==> src/rtl/seq_multiplier_pkg.sv <==
// Shared definitions for the sequential shift-add multiplier: state encodings
// and default operand width.
package seq_multiplier_pkg;

    localparam int MUL_N_DEFAULT = 16;

    typedef enum logic [1:0] {
        ST_IDLE = 2'd0,
        ST_RUN  = 2'd1,
        ST_DONE = 2'd2
    } mul_state_e;

endpackage

==> src/rtl/seq_multiplier_shift_add_step.sv <==
// One combinational shift-add step: conditionally add the shifted multiplier
// into the accumulator, then advance both shifters.
module shift_add_step #(
    parameter int N = 16
) (
    input  logic [2*N-1:0] acc,
    input  logic [N-1:0]   mcand,
    input  logic [2*N-1:0] mplier,
    output logic [2*N-1:0] acc_nxt,
    output logic [N-1:0]   mcand_nxt,
    output logic [2*N-1:0] mplier_nxt
);

    always_comb begin
        acc_nxt    = mcand[0] ? (acc + mplier) : acc;
        mcand_nxt  = mcand >> 1;
        mplier_nxt = mplier << 1;
    end

endmodule

==> src/rtl/seq_multiplier.sv <==
// Multi-cycle unsigned shift-add multiplier: N steps per product, 2N-bit result
// held in z and qualified by a one-cycle done strobe.
module seq_multiplier
    import seq_multiplier_pkg::*;
#(
    parameter int N = MUL_N_DEFAULT
) (
    input  logic           clk,
    input  logic           rst_n,
    input  logic           start,
    input  logic [N-1:0]   a,
    input  logic [N-1:0]   b,
    output logic [2*N-1:0] z,
    output logic           busy,
    output logic           done
);

    localparam int CW = (N > 1) ? $clog2(N) : 1;
    localparam logic [CW-1:0] LAST = CW'(N - 1);

    mul_state_e     state_q,  state_d;
    logic [CW-1:0]  count_q,  count_d;
    logic [2*N-1:0] acc_q,    acc_d;
    logic [N-1:0]   mcand_q,  mcand_d;
    logic [2*N-1:0] mplier_q, mplier_d;
    logic [2*N-1:0] z_q,      z_d;

    logic [2*N-1:0] step_acc;
    logic [N-1:0]   step_mcand;
    logic [2*N-1:0] step_mplier;

    shift_add_step #(.N(N)) u_step (
        .acc        (acc_q),
        .mcand      (mcand_q),
        .mplier     (mplier_q),
        .acc_nxt    (step_acc),
        .mcand_nxt  (step_mcand),
        .mplier_nxt (step_mplier)
    );

    always_comb begin
        state_d  = state_q;
        count_d  = count_q;
        acc_d    = acc_q;
        mcand_d  = mcand_q;
        mplier_d = mplier_q;
        z_d      = z_q;
        case (state_q)
            ST_IDLE: begin
                if (start) begin
                    mcand_d  = a;
                    mplier_d = {{N{1'b0}}, b};
                    acc_d    = '0;
                    count_d  = '0;
                    state_d  = ST_RUN;
                end
            end
            ST_RUN: begin
                // start is deliberately not looked at here: operands stay as captured
                acc_d    = step_acc;
                mcand_d  = step_mcand;
                mplier_d = step_mplier;
                count_d  = count_q + 1'b1;
                if (count_q == LAST) begin
                    z_d     = step_acc;
                    count_d = '0;
                    state_d = ST_DONE;
                end
            end
            ST_DONE: begin
                if (start) begin
                    mcand_d  = a;
                    mplier_d = {{N{1'b0}}, b};
                    acc_d    = '0;
                    count_d  = '0;
                    state_d  = ST_RUN;
                end else begin
                    state_d = ST_IDLE;
                end
            end
            default: state_d = ST_IDLE;
        endcase
    end

    always_ff @(posedge clk or negedge rst_n) begin
        if (!rst_n) begin
            state_q  <= ST_IDLE;
            count_q  <= '0;
            acc_q    <= '0;
            mcand_q  <= '0;
            mplier_q <= '0;
            z_q      <= '0;
        end else begin
            state_q  <= state_d;
            count_q  <= count_d;
            acc_q    <= acc_d;
            mcand_q  <= mcand_d;
            mplier_q <= mplier_d;
            z_q      <= z_d;
        end
    end

    assign z    = z_q;
    assign busy = (state_q == ST_RUN);
    assign done = (state_q == ST_DONE);

endmodule

==> config.mk <==
export PLATFORM = sky130hd
export DESIGN_NAME = seq_multiplier
export DESIGN_NICKNAME = d
export VERILOG_FILES = /design/src/rtl/seq_multiplier_pkg.sv /design/src/rtl/seq_multiplier_shift_add_step.sv /design/src/rtl/seq_multiplier.sv
export SDC_FILE = /design/constraint.sdc
export NUM_CORES = 1
export LEC_CHECK = 0
export ABC_CLOCK_PERIOD_IN_PS = 6650
export CORE_MARGIN = 2
export CORE_UTILIZATION = 55
export DETAILED_ROUTE_END_ITERATION = 8
export DONT_BUFFER_PORTS = 1
export GPL_ROUTABILITY_DRIVEN = 0
export HOLD_SLACK_MARGIN = 0.1
export PLACE_DENSITY_LB_ADDON = 0.05
export SETUP_SLACK_MARGIN = 0.15
export SLEW_MARGIN = 0
export SYNTH_ARGS = -nofsm -noshare
export SYNTH_HDL_FRONTEND = slang
export SYNTH_HIERARCHICAL = 1
export SYNTH_SLANG_ARGS = --single-unit
==> constraint.sdc <==
create_clock -name clk -period 6.65 [get_ports clk]
set_clock_uncertainty 0.1 [all_clocks]
set_input_delay 0.665 -clock clk [delete_from_list [all_inputs] [get_ports clk]]
set_output_delay 0.665 -clock clk [all_outputs]
set_load 0.02 [all_outputs]
==> flow_summary.json <==
{
  "yosys_most_used_dff": "sky130_fd_sc_hd__dfrtp_1",
  "core_area_sq_um": 13100,
  "synth_compound_area_frac": 0.177,
  "tightest_slew_ns": 1.14,
  "h-tree-depth": 4,
  "timing_hold_violations_final": 0,
  "critical-path-top-delay-family": "buffers and inverters",
  "synth_simple_gate_area_share": 0.112,
  "die_area_sq_um": 14300,
  "totalPowerFinal_mw": 4.91,
  "critPathRequiredTime_ns": 5.88,
  "synth-edff-count": 0,
  "syn-instance-count": 715,
  "synth_top_family_by_area": "compound AO/OA/AOI/OAI gates",
  "buffers_plus_inverters_on_the_worst_setup_path": 2,
  "timing.final.crit_period_ns": 3.44,
  "antenna_left": 0,
  "place.detailed.hpwl_microns": 10600,
  "slew_viols_final": 0,
  "fin_setup_tns_ns": 0,
  "run_status": "completed",
  "vias": 5110,
  "leakage_nw": 3.51,
  "rr_endpoint": "z[31]",
  "post_synth_fa_ha_maj_area_fraction": 0.0574,
  "timing.reg2reg.worst_path_depth": 9,
  "critical_path.slowest_cell": "sky130_fd_sc_hd__dfrtp_2",
  "drtIter0Drc": 397,
  "pwr_density_cell_nw_per_um2": 648,
  "combinational_power_share": 0.502,
  "placedInstanceArea_sq_um": 6930,
  "synthesis.area_per_instance_sq_um": 10.2,
  "ys_top_cells_by_area": "sky130_fd_sc_hd__dfrtp_1 (40%), sky130_fd_sc_hd__a22o_1 (5.9%), sky130_fd_sc_hd__ha_1 (5.5%), sky130_fd_sc_hd__buf_4 (5.4%), sky130_fd_sc_hd__mux2_1 (4.9%)",
  "starting_density_of_the_core": 0.558,
  "critPathKind": "reg2out",
  "synth.yosys.warnings": 6,
  "rsz_0062_raised_after_global_routing": "false",
  "clock_power_share": 0.196,
  "series_of_cell_instances_along_the_critical_path": "nand2b_1 > buf_4 > inv_2",
  "cap_violations": 0,
  "startpoint": "state_q[0]",
  "finalCoreUtilization": 0.576,
  "power.share.sequential": 0.302,
  "clk_pin_slew_worst_paths_ns": 0.06,
  "setup_viol": 0,
  "synth_cell_type_count": 65,
  "internal_power_summed_over_all_cells_mw": 2.79,
  "clock_tree.buffer_depth": 2,
  "pin_count_of_the_biggest_net_entering_global_routing": 119,
  "synthesized_area_fraction_occupied_by_xor_and_xnor_cells": 0.0299,
  "tritoncts_clock_tree": "built",
  "grt_pass1_wl_microns": 26900,
  "numCtsBuffers": 17,
  "routedWlPerCell_microns": 19.1,
  "timing.critical_path.to_type": "output port",
  "critPathMaxStageDelay_ns": 1.03,
  "cts_root_buf": "sky130_fd_sc_hd__clkbuf_16",
  "floorplan.die.width_microns": 119,
  "via_per_inst": 6.12,
  "critical_path.reg2reg.startpoint": "mplier_q[15]",
  "clock.fmax_mhz": 291,
  "synth_top_area_cell": "sky130_fd_sc_hd__dfrtp_1",
  "postRouteWirelength_microns": 16000,
  "start_kind": "register",
  "mappedNetlistArea_sq_um": 7320,
  "worst-endpoint-arrival_ns": 2.68,
  "switching_share": 0.431,
  "layout.cell_area.non_filler_sq_um": 7570,
  "fin_nets": 714,
  "final.hold.worst_slack_ns": 0.0947,
  "drc_errors": 0,
  "placement.io_buffers": 0,
  "final_layout_size_suffix_gt1_frac": 0.103,
  "ir_drop_uv": 276,
  "crit_path_max_fanout": 51,
  "antenna_cells": 0,
  "synthesis_to_layout_area_growth_pct": 3.31,
  "worst-r2r-setup-slack_ns": 3.23,
  "net-switching-power_mw": 2.11,
  "chip_height_microns": 119,
  "clk_lat_worst_skew_ns": 0.42,
  "max_slew_margin": 0.239,
  "tritoncts_num_sinks": 118,
  "first_pass_iters": 5,
  "post_synth_mux_area_share": 0.127,
  "grt_util_all_layers": 0.238,
  "global_route.overflow_total": 0,
  "floorplan.rows": 42,
  "yosysSeqAreaShare": 0.403,
  "period_share": 0.517,
  "grt_pass1_vias": 5220,
  "synth_largest_type_area_fraction": 0.403,
  "io_pins": 69,
  "timing.hold.worst.class": "in2async",
  "antenna_found_initial": 0,
  "share_of_synthesized_registers_carrying_an_async_set_or_reset": 1.00,
  "cts_setup_buffers": 0,
  "yosys_register_bits": 118
}
## synthesized netlist by cell type (6+ instances only)
cell,count
sky130_fd_sc_hd__a21o_1,8
sky130_fd_sc_hd__a21oi_1,45
sky130_fd_sc_hd__a22o_1,49
sky130_fd_sc_hd__a31oi_1,6
sky130_fd_sc_hd__and3_1,6
sky130_fd_sc_hd__buf_2,13
sky130_fd_sc_hd__buf_4,53
sky130_fd_sc_hd__buf_6,11
sky130_fd_sc_hd__clkbuf_1,15
sky130_fd_sc_hd__dfrtp_1,118
sky130_fd_sc_hd__ha_1,32
sky130_fd_sc_hd__inv_1,9
sky130_fd_sc_hd__mux2_1,32
sky130_fd_sc_hd__mux2_2,22
sky130_fd_sc_hd__mux2i_1,32
sky130_fd_sc_hd__nand2_1,30
sky130_fd_sc_hd__nand3_1,43
sky130_fd_sc_hd__nand4_1,7
sky130_fd_sc_hd__nor2_1,21
sky130_fd_sc_hd__nor2b_1,10
sky130_fd_sc_hd__nor3_1,7
sky130_fd_sc_hd__o21ai_0,18
sky130_fd_sc_hd__o21ai_1,38
sky130_fd_sc_hd__xnor2_1,16
sky130_fd_sc_hd__xor2_1,9
## through the flow
stage,setup WS [ns],std cells
final,3.21,835
after global routing,2.95,835
after CTS,3.13,835
after detailed placement,3.32,802
after global placement,3.31,802
after floorplan,3.73,716
## worst max path at each step
| stage | to | slack (ns) | cells after the start |
|---|---|---|---|
| floorplan | z[28] | 3.73 | 10 |
| global placement | z[31] | 3.31 | 9 |
| detailed placement | z[31] | 3.32 | 9 |
| CTS | busy | 3.13 | 3 |
| global route | busy | 2.95 | 3 |
| finish | busy | 3.21 | 3 |
## flip-flops by register name (all words and copies together) (netlist names)
name,count
acc_q,32
mplier_q,32
z,32
mcand_q,16
count_q,4
state_q,2
## what timing repair did
action | 4_1_cts | 5_1_grt
hold buffers | 1 | 0
hold endpoints to repair | 118 | 0
resized for setup | 0 | 0
## layout by cell type (no fill, tap or decap), types with 4 or more instances in the layout
| cell type | netlist | routed |
|---|---|---|
| sky130_fd_sc_hd__nor2_1 | 21 | 21 |
| sky130_fd_sc_hd__nand2b_1 | 5 | 5 |
| sky130_fd_sc_hd__inv_1 | 9 | 9 |
| sky130_fd_sc_hd__ha_1 | 32 | 32 |
| sky130_fd_sc_hd__nand2_1 | 30 | 30 |
| sky130_fd_sc_hd__a21oi_1 | 45 | 45 |
| sky130_fd_sc_hd__mux2_2 | 22 | 22 |
| sky130_fd_sc_hd__mux2i_1 | 32 | 32 |
| sky130_fd_sc_hd__dfrtp_1 | 118 | 117 |
| sky130_fd_sc_hd__nand4_1 | 7 | 7 |
| sky130_fd_sc_hd__a21o_1 | 8 | 8 |
| sky130_fd_sc_hd__xor2_1 | 9 | 9 |
| sky130_fd_sc_hd__xnor2_1 | 16 | 16 |
| sky130_fd_sc_hd__and3_1 | 6 | 6 |
| sky130_fd_sc_hd__nand3_1 | 43 | 43 |
| sky130_fd_sc_hd__mux2_1 | 32 | 32 |
| sky130_fd_sc_hd__o21ai_0 | 18 | 18 |
| sky130_fd_sc_hd__a211oi_1 | 4 | 4 |
| sky130_fd_sc_hd__a22o_1 | 49 | 49 |
| sky130_fd_sc_hd__inv_6 | 0 | 5 |
| sky130_fd_sc_hd__a31oi_1 | 6 | 6 |
| sky130_fd_sc_hd__clkbuf_16 | 0 | 17 |
| sky130_fd_sc_hd__nor2b_1 | 10 | 10 |
| sky130_fd_sc_hd__o21bai_1 | 4 | 4 |
| sky130_fd_sc_hd__o21ai_1 | 38 | 38 |
| sky130_fd_sc_hd__nor3_1 | 7 | 7 |
## power groups by stage
stage / clock network [mW] / logic (mW) / registers [mW]
finish: 0.960 / 2.46 / 1.48
CTS: 0.973 / 2.47 / 1.49
floorplan: 0 / 2.28 / 1.35
global route: 1.00 / 2.75 / 1.53
global placement: 0 / 2.39 / 1.49
detailed placement: 0 / 2.43 / 1.50
## final cells by class
class | count | area, sq um
fill | 1167 | 5570
multi-input combinational | 495 | 3690
sequential | 118 | 2950
clock buffer | 19 | 443
tap | 176 | 220
clock inverter | 13 | 170
timing repair buffer | 4 | 50.0
inverter | 10 | 37.5
## layer usage
| metal | part of all wire | global-route usage |
|---|---|---|
| met2 | 0.49 | 0.394 |
| met1 | 0.45 | 0.308 |
| met5 | 0 | 0 |
| met4 | 0.016 | 0.0772 |
| met3 | 0.048 | 0.0594 |
## cells by family (layout without fill, tap and decap cells)
family,after synthesis,in the layout
AOI/OAI and AO/OA,196,196
xor gates and xnor gates,25,25
buffers and inverters,103,46
DFF,118,118
adders and majority gates,33,33
other,1,2
muxes,86,86
and+or+nand+nor,153,153
Power figures use the tool's default switching activity.
